## config.mk

```make
export PLATFORM = sky130hd
export DESIGN_NAME = t65_sys_ctrl
export DESIGN_NICKNAME = d
export VERILOG_FILES = /design/src/rtl/t65_sys_pkg.sv /design/src/rtl/t65_sys_ctrl_tick_counter.sv /design/src/rtl/t65_sys_ctrl.sv
export SDC_FILE = /design/constraint.sdc
export NUM_CORES = 1
export LEC_CHECK = 0
export CAP_MARGIN = 10
export CORE_MARGIN = 1.5
export CORE_UTILIZATION = 55
export DETAILED_ROUTE_END_ITERATION = 16
export PLACE_DENSITY_LB_ADDON = 0.08
export SLEW_MARGIN = 25
export SYNTH_ARGS = -nofsm -noshare
export SYNTH_HDL_FRONTEND = slang
export SYNTH_SLANG_ARGS = --single-unit
```

## constraint.sdc

```tcl
create_clock -name clk_6MHz -period 5.1 [get_ports clk_6MHz]
set_clock_uncertainty 0.05 [all_clocks]
set_input_delay 0.51 -clock clk_6MHz [delete_from_list [all_inputs] [get_ports clk_6MHz]]
set_output_delay 0.51 -clock clk_6MHz [all_outputs]
set_load 0.02 [all_outputs]
```

## src/rtl/t65_sys_pkg.sv

```systemverilog
// t65_sys_ctrl shared definitions.
// Strobe selects, decoder region, watchdog states, helpers.
package t65_sys_pkg;

  localparam logic [1:0] SEL_IRQACK = 2'b00;
  localparam logic [1:0] SEL_VGGO   = 2'b01;
  localparam logic [1:0] SEL_WDCLR  = 2'b10;
  localparam logic [1:0] SEL_VGRST  = 2'b11;

  localparam logic [2:0] SD_REGION_DEF = 3'b010;

  typedef enum logic {
    WD_RUN,
    WD_TRIP
  } wd_state_t;

  function automatic logic [3:0] sat_inc4(input logic [3:0] v);
    return (v == 4'hF) ? v : v + 4'd1;
  endfunction

endpackage

```

## src/rtl/t65_sys_ctrl_tick_counter.sv

```systemverilog
// Tick-driven modulo counter; pulses o_wrap on the tick
// that returns it to zero. Clear wins over a tick.
module t65_tick_counter #(
  parameter int PERIOD = 12,
  parameter int W      = $clog2(PERIOD)
) (
  input  logic i_clk,
  input  logic i_rst,
  input  logic i_tick,
  input  logic i_clr,
  output logic o_wrap
);

  logic [W-1:0] r_cnt;
  logic         w_last;

  assign w_last = (r_cnt == W'(PERIOD - 1));
  assign o_wrap = i_tick & ~i_clr & w_last;

  // count ticks 0..PERIOD-1, hold at zero while cleared
  always_ff @(posedge i_clk or posedge i_rst) begin
    if (i_rst) begin
      r_cnt <= '0;
    end else if (i_clr) begin
      r_cnt <= '0;
    end else if (i_tick) begin
      r_cnt <= w_last ? '0 : r_cnt + 1'b1;
    end
  end

endmodule

```

## src/rtl/t65_sys_ctrl.sv

```systemverilog
// T65 control strobes, frame IRQ timer and watchdog.
// Strobes are decoded at CPU cycle end and last one clock.
module t65_sys_ctrl
  import t65_sys_pkg::*;
#(
  parameter int          IRQ_PERIOD    = 12,
  parameter int          WD_LIMIT      = 128,
  parameter int          WD_RST_CYCLES = 16,
  parameter int          WD_EN         = 1,
  parameter int          ACK_ON_WDCLR  = 1,
  parameter logic [2:0]  SD_REGION     = SD_REGION_DEF
) (
  input  logic        clk_6MHz,
  input  logic        RESET,
  input  logic        tick_3kHz,
  input  logic [15:0] A6502,
  input  logic        R_Wn,
  input  logic        Phi2,
  output logic        VGGO_n,
  output logic        VGRST_n,
  output logic        WDCLR_n,
  output logic        IRQ_n,
  output logic [3:0]  irq_overrun,
  output logic        wd_reset,
  output logic [3:0]  wd_trips
);

  localparam int   TW       = (WD_RST_CYCLES > 1) ? $clog2(WD_RST_CYCLES) : 1;
  localparam logic L_WD_EN  = (WD_EN != 0);
  localparam logic L_ACK_WD = (ACK_ON_WDCLR != 0);

  logic          r_phi2;
  logic [4:0]    r_addr;
  logic          r_rwn;
  logic          r_ack;
  logic          r_vggo_n;
  logic          r_vgrst_n;
  logic          r_wdclr_n;
  logic          r_pending;
  logic [3:0]    r_overrun;
  wd_state_t     r_state;
  logic          r_wd_reset;
  logic [3:0]    r_trips;
  logic [TW-1:0] r_tcnt;

  logic       w_end;
  logic       w_hit;
  logic [1:0] w_sel;
  logic       w_wdclr;
  logic       w_ack;
  logic       w_trip;
  logic       w_hold;
  logic       w_irq_wrap;
  logic       w_wd_wrap;
  logic       w_wd_clr;
  logic       w_unused_addr;

  assign w_unused_addr = ^A6502[10:0];

  assign w_end   = r_phi2 & ~Phi2;
  assign w_hit   = w_end & ~r_rwn & (r_addr[4:2] == SD_REGION);
  assign w_sel   = r_addr[1:0];
  assign w_wdclr = ~r_wdclr_n;
  assign w_ack   = r_ack | (L_ACK_WD & w_wdclr);
  assign w_trip  = (r_state == WD_TRIP);
  assign w_hold  = w_trip | w_wd_wrap;
  assign w_wd_clr = ~L_WD_EN | w_trip | w_wdclr;

  assign VGGO_n      = r_vggo_n;
  assign VGRST_n     = r_vgrst_n;
  assign WDCLR_n     = r_wdclr_n;
  assign IRQ_n       = ~r_pending;
  assign irq_overrun = r_overrun;
  assign wd_reset    = r_wd_reset;
  assign wd_trips    = r_trips;

  t65_tick_counter #(
    .PERIOD (IRQ_PERIOD)
  ) u_irq_cnt (
    .i_clk  (clk_6MHz),
    .i_rst  (RESET),
    .i_tick (tick_3kHz),
    .i_clr  (w_hold),
    .o_wrap (w_irq_wrap)
  );

  t65_tick_counter #(
    .PERIOD (WD_LIMIT)
  ) u_wd_cnt (
    .i_clk  (clk_6MHz),
    .i_rst  (RESET),
    .i_tick (tick_3kHz),
    .i_clr  (w_wd_clr),
    .o_wrap (w_wd_wrap)
  );

  // capture bus during Phi2, decode one strobe at cycle end
  always_ff @(posedge clk_6MHz or posedge RESET) begin
    if (RESET) begin
      r_phi2    <= 1'b0;
      r_addr    <= '0;
      r_rwn     <= 1'b1;
      r_ack     <= 1'b0;
      r_vggo_n  <= 1'b1;
      r_vgrst_n <= 1'b1;
      r_wdclr_n <= 1'b1;
    end else begin
      r_phi2 <= Phi2;
      if (Phi2) begin
        r_addr <= A6502[15:11];
        r_rwn  <= R_Wn;
      end
      r_ack     <= w_hit & (w_sel == SEL_IRQACK);
      r_vggo_n  <= ~(w_hit & (w_sel == SEL_VGGO));
      r_wdclr_n <= ~(w_hit & (w_sel == SEL_WDCLR));
      r_vgrst_n <= ~(w_hit & (w_sel == SEL_VGRST));
    end
  end

  // IRQ pending flag and overrun count; wrap beats a same-cycle ack
  always_ff @(posedge clk_6MHz or posedge RESET) begin
    if (RESET) begin
      r_pending <= 1'b0;
      r_overrun <= '0;
    end else if (w_hold) begin
      r_pending <= 1'b0;
    end else if (w_irq_wrap) begin
      r_pending <= 1'b1;
      if (r_pending && !w_ack)
        r_overrun <= sat_inc4(r_overrun);
    end else if (w_ack) begin
      r_pending <= 1'b0;
    end
  end

  // watchdog: trip on limit, then a fixed-width reset pulse
  always_ff @(posedge clk_6MHz or posedge RESET) begin
    if (RESET) begin
      r_state    <= WD_RUN;
      r_wd_reset <= 1'b0;
      r_trips    <= '0;
      r_tcnt     <= '0;
    end else begin
      unique case (r_state)
        WD_RUN: begin
          if (w_wd_wrap) begin
            r_state    <= WD_TRIP;
            r_wd_reset <= 1'b1;
            r_tcnt     <= '0;
            r_trips    <= sat_inc4(r_trips);
          end
        end
        WD_TRIP: begin
          if (r_tcnt == TW'(WD_RST_CYCLES - 1)) begin
            r_state    <= WD_RUN;
            r_wd_reset <= 1'b0;
          end else begin
            r_tcnt <= r_tcnt + 1'b1;
          end
        end
        default: begin
          r_state    <= WD_RUN;
          r_wd_reset <= 1'b0;
        end
      endcase
    end
  end

endmodule
```

==> results.py, run 1 <==
metrics = {
    "status": {
        "status": "finished clean",
    },
    "cells_and_area": {
        "layout_common_cells": "dfrtp_1, clkdlybuf4s50_1, nor2_1, nand3_1, nand2_1",
        "layout-drive-gt1-share_pct": 13.7,
        "insertedDiodeCount": 0,
        "fin_nets": 208,
        "syn_to_final_growth_pct": 18.0,
        "final_common_cell": "dfrtp_1",
    },
    "grt": {
        "grt_max_degree": 38,
        "grt_util_met1_pct": 23.6,
        "gr-usage-all-layers_pct": 21.0,
        "antenna_found_initial": 0,
        "met3_usage_pct": 5.46,
        "grt_pass1_wl_mm": 5.33,
        "grt.busiest_layer": "met2",
        "use_met2_pct": 36.4,
        "grt_overflow": 0,
        "grt_pass1_vias": 1252,
    },
    "floorplan": {
        "start_util_pct": 57.6,
        "dieArea_um2": 3520,
        "ioPinCount": 34,
        "die_w_um": 59.3,
        "die_y_um": 59.3,
        "core_area_um2": 3030,
        "rows": 20,
    },
    "sta": {
        "timing.hold.ws_ps": 428,
        "finalHoldViolations": 0,
        "tightest_slew_ps": 634,
        "slew_viol_final": 0,
        "finalCritPeriodShare_pct": 47.4,
        "fmax_ghz": 0.414,
        "max_slew_margin_pct": 57.4,
        "fin_ws_ps": 2680,
        "finalSetupViolCount": 0,
        "period_minus_slack_ps": 2420,
        "grt_setup_unrepaired": "false",
        "setup-tns-final_ps": 0,
    },
    "yosys": {
        "ys_warn_count": 0,
        "syn_area_per_cell_um2": 11.2,
        "ys_types": 38,
        "synth_edf_count": 0,
        "synthArstFlopShare_pct": 100,
        "yosysSeqAreaShare_pct": 53.4,
        "synth_ff_type": "dfrtp_1",
        "syn_area_um2": 1740,
        "syn-num-nets": 182,
        "ys_ff_latch": 37,
        "synth_cells": 156,
    },
    "routing": {
        "vias": 1259,
        "drtAntennaViolNets": 0,
        "wl_per_cell_um": 14.1,
        "viasPerCell": 5.57,
        "drc": 0,
        "routed_wirelength_mm": 3.18,
        "drt_iter0_drc": 49,
        "dr.pass1.iters": 4,
    },
    "clock_network": {
        "h-tree-depth": 2,
        "cts_buffers": 5,
        "postCtsHoldBufs": 0,
        "clk_path_buf_depth": 2,
        "clk_pin_slew_ps": 100,
        "clk_latency_ps": 340,
        "root_buffer": "clkbuf_4",
        "post_cts_buffers": 0,
        "cts_tree": "built",
        "cts.sinks": 37,
        "cts_resized": 0,
    },
    "power_and_ir_drop": {
        "p_sw_uw": 246,
        "cellLeakagePower_nw": 0.911,
        "share_comb_of_total_power_pct": 23.6,
        "p_seq_share_pct": 55.6,
        "internal_power_uw": 507,
        "power_density_nw_per_um2": 366,
        "p_sw_share_pct": 32.7,
        "ir_drop_v": 0.000199,
        "clkPwrFrac_pct": 20.8,
    },
    "hold_path": {
        "min_path_type": "flop to flop",
    },
    "placement": {
        "portBuffers": 22,
        "place_congestion": 0.802,
        "dpl_worst_slack_ps": 2320,
        "dp_hpwl_mm": 2.33,
    },
    "critical_path": {
        "worstPathRequired_ps": 5280,
        "arrival_ps": 2590,
        "cp_max_fo": 14,
        "critPathKind": "primary input to flop",
        "cp-end-kind": "flop",
        "worstSetupStartpointType": "primary input",
    },
    "run": {
        "drv_cap": 0,
    },
}
cells by family after synthesis:
| kind of cell | synth area share [%] |
|---|---|
| multiplexers | 7.18 |
| adder cells (fa/ha/maj) | 3.59 |
| AND/OR/NAND/NOR | 21.4 |
| XOR/XNOR | 4.02 |
| AO/OA/AOI/OAI | 7.97 |
| flip-flops | 53.4 |
| buffers and inverters | 2.44 |
cell usage after synthesis (all sizes together) (5+ instances only):
library cell / number / area share [%]
nand3: 13 / 4.0
dfrtp: 33 / 47
nand2: 11 / 2.8
mux2: 9 / 6.0
xor2: 7 / 3.5
nor2: 15 / 3.2
ha: 5 / 3.6
a21oi: 7 / 2.0
inv: 5 / 1.1
o21ai: 6 / 1.7
routing by layer:
metal	wire length [µm]	part of all wire, %
met5	0	0
met4	69	2.2
met3	116	3.6
met2	1630	51
met1	1370	43
power groups by stage:
| stage | clock [mW] | sequential (mW) | combinational (mW) |
|---|---|---|---|
| 6_report | 0.157 | 0.419 | 0.178 |
| 5_1_grt | 0.173 | 0.431 | 0.202 |
| 4_1_cts | 0.160 | 0.419 | 0.181 |
| 3_5_place_dp | 0 | 0.425 | 0.180 |
| 3_3_place_gp | 0 | 0.418 | 0.168 |
| 2_1_floorplan | 0 | 0.406 | 0.145 |
area by class of cell:
class,count,area (µm²)
Clock buffer,7,55.1
Sequential cell,37,931
Inverter,5,18.8
Timing Repair Buffer,23,228
Tap cell,44,55.1
Fill cell,244,971
Multi-Input combinational cell,110,769
critical path, cell delays in order:
cell and delay, ps:
clkdlybuf4s50_1 760, inv_1 240, nor4_4 660, nand2_4 100, mux2_4 320
through the flow:
| stage | util (%) | area, µm² | std cells | total power [mW] |
|---|---|---|---|---|
| 6_report | 67.9 | 2060 | 226 | 0.754 |
| 2_1_floorplan | - | 1740 | 156 | 0.552 |
| 4_1_cts | 67.9 | 2060 | 226 | 0.761 |
| 3_5_place_dp | 66.1 | 2000 | 219 | 0.605 |
| 3_3_place_gp | 66.1 | 2000 | 219 | 0.587 |
| 5_1_grt | 67.9 | 2060 | 226 | 0.807 |
state kept, by name, indices dropped and copies added (netlist names), 4 cells and up:
signal	flops
wd_trips	4
r_tcnt	4
r_addr	5
u_wd_cnt.r_cnt	7
u_irq_cnt.r_cnt	4
irq_overrun	4
final timing paths:
path	start	to	slack, ps	cells after the start
worst max-delay path	tick_3kHz	wd_trips[1]	2680	5
worst min-delay path	r_addr[1]	WDCLR_n	430	1
worst max register to register	r_state	wd_trips[1]	3130	4
worst min register to register	r_addr[1]	WDCLR_n	430	1
max in group asynchronous	RESET	VGGO_n	4120	3
min in group asynchronous	RESET	u_irq_cnt.r_cnt[1]	530	3
Power figures use the tool's default switching activity.
==> inputs of run 2 (changes only) <==
--- a/config.mk
+++ b/config.mk
@@ -7,7 +7,7 @@
 export LEC_CHECK = 0
 export CAP_MARGIN = 10
 export CORE_MARGIN = 1.5
-export CORE_UTILIZATION = 55
+export CORE_UTILIZATION = 46
 export DETAILED_ROUTE_END_ITERATION = 16
 export PLACE_DENSITY_LB_ADDON = 0.08
 export SLEW_MARGIN = 25
==> constraint.sdc (replaced) <==
create_clock -name clk_6MHz -period 2.2 [get_ports clk_6MHz]
set_clock_uncertainty 0.05 [all_clocks]
set_input_delay 0.22 -clock clk_6MHz [delete_from_list [all_inputs] [get_ports clk_6MHz]]
set_output_delay 0.22 -clock clk_6MHz [all_outputs]
set_load 0.02 [all_outputs]
==> run 2 against run 1 <==
Effect of this change:
- combinational power increased to 2.6 times the previous value
- critical path depth increased by 1
- critical path type is now flop to flop
- via count increased by 0.64%
- first-iteration DRC count decreased by 14%
- worst setup slack got worse by 2300 ps
- die area increased by 19%
- sequential cell count unchanged
- global-route usage decreased by 3.8 points
- clock power increased to 2.9 times the previous value
==> results.py, run 2 (synthesis results as in run 1) <==
metrics = {
    "floorplan": {
        "die_w_um": 64.6,
        "dieArea_um2": 4170,
        "start_util_pct": 47.6,
        "core_area_um2": 3660,
        "die_y_um": 64.6,
        "ioPinCount": 34,
        "rows": 22,
    },
    "clock_network": {
        "cts_resized": 0,
        "h-tree-depth": 2,
        "cts.sinks": 37,
        "root_buffer": "clkbuf_8",
        "post_cts_buffers": 0,
        "clk_latency_ps": 280,
        "clk_path_buf_depth": 2,
        "cts_tree": "built",
        "clk_pin_slew_ps": 70,
        "cts_buffers": 5,
        "postCtsHoldBufs": 0,
    },
    "cells_and_area": {
        "layout_common_cells": "dfrtp_1, clkdlybuf4s50_1, nor2_1, nand3_1, nand2_1",
        "final_area_um2": 2130,
        "largest_reg_flops": 7,
        "fin_nets": 213,
        "fin_cells": 236,
        "syn_to_final_growth_pct": 22.1,
        "insertedDiodeCount": 0,
        "layout-drive-gt1-share_pct": 16.0,
        "regMostFlops": "u_wd_cnt.r_cnt",
        "fin_util_pct": 58.1,
        "reg_top3": "u_wd_cnt.r_cnt (7), r_addr (5)",
        "final_common_cell": "dfrtp_1",
    },
    "critical_path": {
        "worstSetupStartpointType": "flop",
        "arrival_ps": 1960,
        "cp_max_fo": 7,
        "cp_cell_sequence": "ha_1 -> nand3_2 -> nor4_4 -> buf_4 -> nor2_1 -> a41oi_1",
        "critPathKind": "flop to flop",
        "slowest_stage": "nor4_4",
        "worstPathRequired_ps": 2350,
        "crit_buf_inv": 1,
        "slowest_delay_ps": 460,
        "cp-end-kind": "flop",
        "cp_top_family": "simple AND/OR/NAND/NOR gates",
    },
    "sta": {
        "grt_setup_unrepaired": "false",
        "setup-tns-final_ps": 0,
        "slew_viol_final": 0,
        "finalCritPeriodShare_pct": 82.5,
        "fmax_ghz": 0.551,
        "timing.hold.ws_ps": 285,
        "finalHoldViolations": 0,
        "finalSetupViolCount": 0,
        "max_slew_margin_pct": 69.6,
        "period_minus_slack_ps": 1820,
        "tightest_slew_ps": 453,
    },
    "power_and_ir_drop": {
        "power_density_nw_per_um2": 873,
        "ir_drop_v": 0.000398,
        "cellLeakagePower_nw": 0.943,
    },
    "placement": {
        "portBuffers": 22,
        "place_congestion": 0.886,
        "dp_hpwl_mm": 2.21,
        "dp_cells": 228,
        "placed_cell_area_um2": 2040,
    },
    "routing": {
        "vias": 1267,
        "drt_iter0_drc": 42,
        "viasPerCell": 5.37,
        "drtAntennaViolNets": 0,
        "wl_per_cell_um": 13.4,
        "dr.pass1.iters": 4,
        "drc": 0,
        "routed_wirelength_mm": 3.15,
    },
    "status": {
        "status": "finished clean",
    },
    "run": {
        "drv_cap": 0,
    },
    "grt": {
        "antenna_found_initial": 0,
        "grt_pass1_vias": 1254,
        "gr-usage-all-layers_pct": 17.2,
        "grt_overflow": 0,
        "grt_pass1_wl_mm": 5.42,
        "grt_max_degree": 38,
    },
    "hold_path": {
        "min_path_type": "primary input to asynchronous set/reset pin",
    },
}
-- run 2: cell count changes in the layout (fill, tap and decap cells not counted), sizes merged --
cell / delta
buf: +5
clkinvlp: +1
-- run 2: cell type report --
cell class	count	area [µm²]
Tap cell	48	60.1
Multi-Input combinational cell	110	769
Sequential cell	37	931
Clock buffer	7	76.3
Inverter	5	18.8
Fill cell	296	1530
Clock inverter	1	7.51
Timing Repair Buffer	28	265
-- run 2: final timing paths --
kind	from	end	slack, ps	depth (start not counted)
worst min-delay path	RESET	r_addr[3]	280	3
min in group clk_6MHz	r_addr[1]	WDCLR_n	430	1
max in group asynchronous	RESET	WDCLR_n	1470	3
worst min register to register	r_addr[1]	WDCLR_n	430	1
worst max-delay path	u_wd_cnt.r_cnt[0]	wd_reset	380	6
worst max register to register	u_wd_cnt.r_cnt[0]	wd_reset	380	6
-- run 2: worst register-to-register path, stage by stage, from the launching register on --
cell     delay, ps
dfrtp_1        390
ha_1           220
nand3_2        190
nor4_4         460
buf_4          220
nor2_1          40
a41oi_1        160
-- run 2: where the power goes --
| group | switching [mW] | leakage [nW] | internal, mW |
|---|---|---|---|
| Combinational | 0.231 | 0.441 | 0.223 |
| Clock | 0.225 | 0.0385 | 0.224 |
| Sequential | 0.134 | 0.464 | 0.821 |
| Total | 0.589 | 0.943 | 1.27 |
-- run 2: stage by stage --
stage | worst slack, ps | power, mW
after floorplan | 386 | 1.28
after global placement | 290 | 1.39
after detailed placement | 276 | 1.42
after CTS | 370 | 1.88
after global routing | 268 | 1.99
final | 384 | 1.86
-- run 2: layer usage --
metal  vias up  track usage (%)  wire, µm
met1       619             19.3      1400
met3         7             5.21       112
met2        24             29.0      1580
met4         0             9.57        59
met5         -                0         0
li1        617                -         -
==> inputs of run 3 (changes only) <==
--- a/config.mk
+++ b/config.mk
@@ -7,7 +7,7 @@
 export LEC_CHECK = 0
 export CAP_MARGIN = 10
 export CORE_MARGIN = 1.5
-export CORE_UTILIZATION = 46
+export CORE_UTILIZATION = 51
 export DETAILED_ROUTE_END_ITERATION = 16
 export PLACE_DENSITY_LB_ADDON = 0.08
 export SLEW_MARGIN = 25
==> constraint.sdc (replaced) <==
create_clock -name clk_6MHz -period 1.7 [get_ports clk_6MHz]
set_clock_uncertainty 0.05 [all_clocks]
set_input_delay 0.17 -clock clk_6MHz [delete_from_list [all_inputs] [get_ports clk_6MHz]]
set_output_delay 0.17 -clock clk_6MHz [all_outputs]
set_load 0.02 [all_outputs]
==> run 3 against run 2 <==
Effect of this change:
- global-route usage up 3.2 points
- largest cell class unchanged
- critical path type is now flop to output pin
- clock-buffer cell count up 1
- utilization up 9.9 points
- hold slack worse by 250 ps
- register-to-register slack worse by 260 ps
- via count up 2.8%
- non-clock buffer count up 13
- die area down 9.4%
==> results.py, run 3 (synthesis results as in run 1) <==
metrics = {
    "clock_network": {
        "clk_pin_slew_ps": 100,
        "h-tree-depth": 2,
        "cts_tree": "built",
        "root_buffer": "clkbuf_4",
        "postCtsHoldBufs": 0,
        "cts.sinks": 37,
        "clk_latency_ps": 340,
        "cts_buffers": 5,
        "clk_path_buf_depth": 2,
    },
    "routing": {
        "drt_iter0_drc": 101,
        "drtAntennaViolNets": 0,
        "routed_wirelength_mm": 3.20,
        "wl_per_cell_um": 13.0,
        "drc": 0,
        "dr.pass1.iters": 4,
        "viasPerCell": 5.28,
        "vias": 1303,
    },
    "cells_and_area": {
        "syn_to_final_growth_pct": 29.2,
        "layout-drive-gt1-share_pct": 23.9,
        "fin_cells": 247,
        "regMostFlops": "u_wd_cnt.r_cnt",
        "insertedDiodeCount": 0,
        "multiInputGateArea_um2": 815,
        "reg_top3": "u_wd_cnt.r_cnt (7), r_addr (5)",
        "seqCellArea_um2": 931,
        "final_common_cell": "dfrtp_1",
        "layout_common_cells": "dfrtp_1, buf_4, clkdlybuf4s50_1, nor2_1, nand3_1",
        "fill_cells": 279,
        "fin_nets": 226,
        "largest_reg_flops": 7,
    },
    "placement": {
        "place_congestion": 0.801,
        "dpl_worst_slack_ps": 8.54,
        "dp_hpwl_mm": 2.38,
        "portBuffers": 22,
        "dp_cells": 238,
    },
    "floorplan": {
        "die_y_um": 61.5,
        "ioPinCount": 34,
        "rows": 21,
        "start_util_pct": 52.6,
        "dieArea_um2": 3780,
        "core_area_um2": 3310,
        "die_w_um": 61.5,
    },
    "sta": {
        "fin_ws_ps": 65.5,
        "slew_viol_final": 0,
        "setup-tns-final_ps": 0,
        "max_slew_margin_pct": 74.5,
        "timing.hold.ws_ps": 39.0,
        "tightest_slew_ps": 377,
        "finalSetupViolCount": 0,
        "grt_setup_unrepaired": "true",
        "period_minus_slack_ps": 1630,
        "finalCritPeriodShare_pct": 96.1,
        "fmax_ghz": 0.612,
        "finalHoldViolations": 0,
    },
    "grt": {
        "grt_pass1_vias": 1333,
        "grt_overflow": 0,
        "antenna_found_initial": 0,
        "gr-usage-all-layers_pct": 20.4,
        "grt_max_degree": 19,
        "grt_pass1_wl_mm": 5.57,
    },
    "critical_path": {
        "slowest_stage": "clkdlybuf4s50_1",
        "worstSetupStartpointType": "flop",
        "cp_max_fo": 5,
        "crit_buf_inv": 1,
        "critPathKind": "flop to output pin",
        "slowest_delay_ps": 630,
        "worstPathRequired_ps": 1480,
        "cp_cell_sequence": "clkdlybuf4s50_1",
        "arrival_ps": 1410,
        "cp_top_family": "buffers and inverters",
        "cp-end-kind": "output pin",
    },
    "power_and_ir_drop": {
        "ir_drop_v": 0.000668,
        "power_density_nw_per_um2": 1060,
        "cellLeakagePower_nw": 1.04,
    },
    "status": {
        "status": "finished clean",
    },
    "run": {
        "drv_cap": 0,
    },
    "hold_path": {
        "min_path_type": "primary input to asynchronous set/reset pin",
    },
}
run 3: what timing repair did:
item	CTS	global route
setup endpoints to repair	1	14
setup buffers	0	1
gates resized for setup	1	11
pin swaps	0	1
run 3: cell type report:
cell class              count  area share, %
flip-flops and latches     37           41.3
multi-input cells         110           36.2
repair buffers             41           16.5
clock buffers               8           2.61
well taps                  46           2.56
inverters                   5          0.833
run 3: final timing paths:
path / startpoint / to / slack [ps] / cells after the start
worst min-delay path: RESET / r_phi2 / 40 / 2
worst max register to register: WDCLR_n / wd_trips[1] / 120 / 6
max in group asynchronous: RESET / u_irq_cnt.r_cnt[2] / 1010 / 3
min in group clk_6MHz: R_Wn / r_rwn / 390 / 2
worst min register to register: r_addr[1] / WDCLR_n / 420 / 1
worst max-delay path: wd_trips[2] / wd_trips[2] / 70 / 1
run 3: per-layer routing:
metal	vias up	wire length [µm]	track usage, %
met2	25	1610	34.7
met3	6	136	6.30
li1	644	-	-
met4	0	46	6.69
met1	628	1400	24.7
met5	-	0	0
run 3: stage by stage:
stage / power [mW] / cell area, µm² / util (%)
2_1_floorplan: 1.66 / 1750 / -
3_3_place_gp: 1.83 / 2140 / 64.6
3_5_place_dp: 1.88 / 2140 / 64.6
4_1_cts: 2.35 / 2200 / 66.3
5_1_grt: 2.58 / 2250 / 68.0
6_report: 2.39 / 2250 / 68.0
run 3: report_power, final:
part	switching [mW]	leakage, nW	internal, mW
clock	0.265	0.0326	0.204
combinational	0.316	0.542	0.357
sequential	0.186	0.464	1.06
total	0.766	1.04	1.62
